`src/rtl/ones_gen_pkg.sv`:
```
// Shared state encoding and default widths for the ones-pattern generator.
package ones_gen_pkg;

  typedef enum logic [1:0] {
    IDLE  = 2'd0,
    SHIFT = 2'd1,
    DONE  = 2'd2,
    ERROR = 2'd3
  } state_t;

  localparam int NBITS_DEF       = 8;
  localparam int NOUTPUTBITS_DEF = 4;
  localparam int DIV_W_DEF       = 25;

endpackage

```
`src/rtl/ones_pattern_gen_tick_divider.sv`:
```
// Free-running DIV_W-bit divider; tick is high for the one clock the count is all-ones.
// Latency: first tick 2^DIV_W clocks after reset release; no backpressure.
module tick_divider #(
  parameter int DIV_W = 25
) (
  input  logic clock,
  input  logic reset,
  output logic tick
);

  logic [DIV_W-1:0] divider;

  always_ff @(posedge clock or posedge reset) begin
    if (reset) divider <= '0;
    else       divider <= divider + 1'b1;
  end

  assign tick = &divider;

endmodule

```
`src/rtl/ones_pattern_gen.sv`:
```
// Builds an nBits word holding exactly `count` ones (MSB-aligned), one bit per tick; nBits ticks per word.
// No backpressure: start is only sampled outside SHIFT. ONES_GEN_CLK_DIV_EN enables the tick divider.
module ones_pattern_gen
  import ones_gen_pkg::*;
#(
  parameter int nBits       = NBITS_DEF,
  parameter int nOutputBits = NOUTPUTBITS_DEF,
  parameter int DIV_W       = DIV_W_DEF
) (
  input  logic                   clock,
  input  logic                   reset,
  input  logic                   start,
  input  logic [nOutputBits-1:0] count,
  output logic [nBits-1:0]       outData,
  output logic                   serialOut,
  output logic                   busy,
  output logic                   ready,
  output logic                   error
);

  localparam int IDX_W = (nBits > 1) ? $clog2(nBits) : 1;
  localparam logic [IDX_W-1:0] LAST_IDX = IDX_W'(nBits - 1);

  if (DIV_W < 1) begin : g_bad_div_w
    $error("ones_pattern_gen: DIV_W must be at least 1");
  end

  state_t                 state;
  logic [nOutputBits-1:0] remaining;
  logic [IDX_W-1:0]       bitIdx;
  logic                   tick;
  logic                   ins;

`ifdef ONES_GEN_CLK_DIV_EN
  tick_divider #(.DIV_W(DIV_W)) u_tick_divider (
    .clock (clock),
    .reset (reset),
    .tick  (tick)
  );
`else
  assign tick = 1'b1;
`endif

  assign ins = (remaining != '0);

  always_ff @(posedge clock or posedge reset) begin
    if (reset) begin
      state     <= IDLE;
      outData   <= '0;
      serialOut <= 1'b0;
      busy      <= 1'b0;
      ready     <= 1'b0;
      error     <= 1'b0;
      remaining <= '0;
      bitIdx    <= '0;
    end else if (tick) begin
      case (state)
        IDLE, DONE, ERROR: begin
          if (start) begin
            outData <= '0;
            // Unsigned compare at a common width so any count/nBits combination is safe.
            if (32'(count) > 32'(nBits)) begin
              state <= ERROR;
              error <= 1'b1;
              ready <= 1'b1;
              busy  <= 1'b0;
            end else begin
              state     <= SHIFT;
              remaining <= count;
              bitIdx    <= '0;
              busy      <= 1'b1;
              ready     <= 1'b0;
              error     <= 1'b0;
            end
          end
        end
        SHIFT: begin
          outData   <= {outData[nBits-2:0], ins};
          serialOut <= ins;
          if (ins) remaining <= remaining - 1'b1;
          // bitIdx parks at its terminal value instead of wrapping.
          if (bitIdx == LAST_IDX) begin
            state <= DONE;
            busy  <= 1'b0;
            ready <= 1'b1;
          end else begin
            bitIdx <= bitIdx + 1'b1;
          end
        end
        default: state <= IDLE;
      endcase
    end
  end

endmodule

```
`config.mk`:
```
export PLATFORM = sky130hd
export DESIGN_NAME = ones_pattern_gen
export DESIGN_NICKNAME = d
export VERILOG_FILES = /design/src/rtl/ones_gen_pkg.sv /design/src/rtl/ones_pattern_gen_tick_divider.sv /design/src/rtl/ones_pattern_gen.sv
export SDC_FILE = /design/constraint.sdc
export NUM_CORES = 1
export LEC_CHECK = 0
export CORE_ASPECT_RATIO = 1.2
export CORE_UTILIZATION = 45
export DETAILED_ROUTE_END_ITERATION = 10
export GPL_TIMING_DRIVEN = 0
export PLACE_DENSITY = 0.67
export SYNTH_ARGS = -nofsm -noshare
export SYNTH_HDL_FRONTEND = slang
export SYNTH_SLANG_ARGS = --single-unit
```
`constraint.sdc`:
```
create_clock -name clock -period 1.86 [get_ports clock]
set_clock_uncertainty 0.05 [all_clocks]
set_input_delay 0.558 -clock clock [delete_from_list [all_inputs] [get_ports clock]]
set_output_delay 0.558 -clock clock [all_outputs]
set_load 0.01 [all_outputs]
```
==> results.py <==
metrics = {
    "timing": {
        "min_period_ns": 1.83,
        "rsz0062_at_grt": "false",
        "layout_setup_ws_ns": 0.0308,
        "post-route-period-util_pct": 98.3,
        "fin_tns_setup_ns": 0,
        "setup_viol": 0,
        "final-hold-violation-count": 0,
        "max-slew-margin-rel_pct": 49.0,
        "fmax_ghz": 0.547,
        "final_max_slew_viol_count": 0,
        "whs_ns": 0.441,
        "tightest_slew_ns": 0.764,
    },
    "grt": {
        "first_global_vias": 707,
        "grt_first_pass_wirelength_um": 3370,
        "grt.overflow.total": 0,
        "grt_use_total_pct": 19.2,
        "antenna_found_initial": 0,
        "grt_max_degree": 22,
    },
    "floorplanning": {
        "die_area_sq_um": 2430,
        "num_io_pins": 19,
        "start_util_pct": 48.5,
        "coreArea_sq_um": 2070,
        "std_cell_rows": 18,
        "die_height_um": 53.8,
        "dieWidth_um": 45.1,
    },
    "power": {
        "pwr-share-comb_pct": 53.2,
        "p_sw_share_pct": 40.1,
        "p_int_w": 0.00134,
        "cellPowerDensity_nw_per_um2": 1770,
        "power_frac_seq_pct": 37.0,
        "power.switching_w": 0.000899,
        "p_leak_nw": 0.642,
        "ir_worst_vdd_mv": 1.04,
        "p_clk_share_pct": 9.8,
    },
    "synth": {
        "ys_seq_elements": 21,
        "yosys_warnings": 0,
        "synth_cells": 101,
        "ys_seq_area_share_pct": 52.3,
        "synth.top_cell.area_share_pct": 52.3,
        "syn_area_sq_um": 1000,
        "syn_area_per_cell_sq_um": 9.95,
        "synth_top_cell_by_area": "dfrtp_1",
        "synth_area_leaders": "dfrtp_1 52%, nand2_1 9.3%, ha_1 5.0%",
        "synth_nets": 112,
        "synthDistinctLibCells": 29,
    },
    "run_status": {
        "status": "complete, no violations",
    },
    "finish": {
        "insertedDiodeCount": 0,
        "area_delta_synth_final_pct": 25.9,
        "fillerInstances": 190,
        "instances_no_fill": 153,
        "multi_input_area_sq_um": 449,
        "postLayoutCoreUtil_pct": 61.1,
        "register_area_sq_um": 526,
        "final_nets": 135,
        "layout-drive-gt1-share_pct": 13.8,
    },
    "detailed_routing": {
        "drt-vias-per-instance": 5.08,
        "drc": 0,
        "firstDrtPassIters": 4,
        "detail_route.wl_per_cell_um": 13.1,
        "vias": 777,
        "antenna_left": 0,
        "routed_wl_um": 2000,
        "drt_iter0_markers": 19,
    },
    "setup_path": {
        "critPathRequiredTime_ns": 2.01,
        "crit_fanout": 4,
        "r2r_setup_slack_ns": 0.38,
        "cp-end-kind": "flip-flop",
        "arrival_ns": 1.98,
        "reg2reg_to": "ready",
        "worstSetupStartpoint": "count[0]",
        "cp-start-kind": "input port",
        "r2r_cells": 5,
        "path_class": "in2reg",
        "timing.rr.start": "bitIdx[0]",
    },
    "clock_network": {
        "cts-buffers-inserted": 3,
        "clkLatencyLatePin_ns": 0.30,
        "h-tree-depth": 1,
        "cts_root_buffer": "clkbuf_4",
        "path_clk_slew_ns": 0.12,
        "clock_path_buffers": 2,
        "clock_sinks": 21,
        "cts_tree": "built",
    },
    "hold_path": {
        "hold_path.class": "reg2reg",
        "hold_path_end": "serialOut",
        "min-delay-start": "serialOut",
        "worstHoldPathCells": 2,
    },
    "placement": {
        "place.gp.congestion": 0.766,
        "port_buffers": 17,
        "hpwlAfterDp_um": 1470,
        "place_ws_ns": -0.279,
        "placed_cells": 148,
    },
    "run": {
        "cap_violations": 0,
    },
}
## synth_stat cells
master,number
o21ai_1,1
ha_1,4
a21oi_2,1
and2b_1,1
o211ai_1,1
buf_2,1
clkbuf_1,1
buf_6,1
nor3_1,3
o221a_2,1
nor2_1,4
a21oi_1,4
or3_1,2
a221o_2,1
o21ai_0,3
nand2b_4,1
o22ai_1,1
o311ai_0,1
nand2b_1,3
inv_1,3
nand3b_1,1
dfrtp_1,21
nand2_1,25
o21a_1,2
o31ai_4,1
inv_2,1
mux2_4,1
a22o_2,2
nand3_1,9
## metal layers
| layer | vias to the layer above | global-route usage, % | wire (um) |
|---|---|---|---|
| met5 | - | 0 | 0 |
| met4 | 0 | 6.06 | 13 |
| met3 | 2 | 2.01 | 42 |
| met2 | 8 | 31.4 | 951 |
| met1 | 375 | 26.7 | 996 |
| li1 | 392 | - | - |
## what timing repair did
item,in CTS,in global routing
pin swaps,0,1
hold buffers,0,0
resized for setup,2,7
endpoints found under the setup margin,2,9
buffers inserted,0,1
## state kept, by name (all words and copies together) (netlist names)
signal / flops
bitIdx: 3
busy: 1
error: 1
outData: 8
ready: 1
remaining: 4
serialOut: 1
state: 2
## worst max-delay path, stage by stage
cell and delay, ns:
clkdlybuf4s50_1 0.49, o31ai_4 0.37, a21oi_2 0.14, nand2b_4 0.17
mux2_4 0.25
## through the flow
stage	total power (W)	instance area, sq um
after global routing	0.00245	1260
after detailed placement	0.00206	1210
after CTS	0.00227	1240
after floorplan	0.00162	1000
after global placement	0.00202	1210
final	0.00224	1260
## power groups by stage
| stage | clock network, W | registers [W] | logic (W) |
|---|---|---|---|
| floorplan | 0 | 0.000869 | 0.000748 |
| global placement | 0 | 0.000834 | 0.00119 |
| detailed placement | 0 | 0.000842 | 0.00122 |
| CTS | 0.000229 | 0.000830 | 0.00121 |
| global route | 0.000243 | 0.000858 | 0.00135 |
| finish | 0.000220 | 0.000829 | 0.00119 |
## layout make-up
type / instances / share of cell area, %
plain buffers: 3 / 1.58
clock buffers: 3 / 1.78
clock inverters: 1 / 0.396
inverters: 4 / 1.19
multi-input cells: 73 / 35.5
flip-flops and latches: 21 / 41.5
well taps: 30 / 2.97
repair buffers: 18 / 15.0
## worst max path at each step
stage	depth (start not counted)	slack (ns)	end
after global placement	5	-0.27	bitIdx[0]
after detailed placement	4	-0.28	remaining[0]
after global routing	1	0.001	busy
final	5	0.03	bitIdx[0]
after floorplan	4	0.35	bitIdx[0]
after CTS	1	0.002	outData[6]
## cells by family (layout without fill, tap and decap cells)
group	count (synthesis)	count (layout)	share of synthesized area [%]
flops	21	21	52.3
simple gates	49	49	22.8
compound gates	19	19	14.9
mux	1	1	1.49
buf+inv	7	29	3.49
fa+ha+maj	4	4	4.98
## layout by cell type (no fill, tap or decap), types with 4 or more instances in the layout
cell	count
dfrtp_1	21
clkdlybuf4s50_1	9
ha_1	4
a21oi_1	4
nor2_1	4
nand3_1	8
nand2_1	25
dlymetal6s2s_1	6
(Power assumes the default switching activity.)
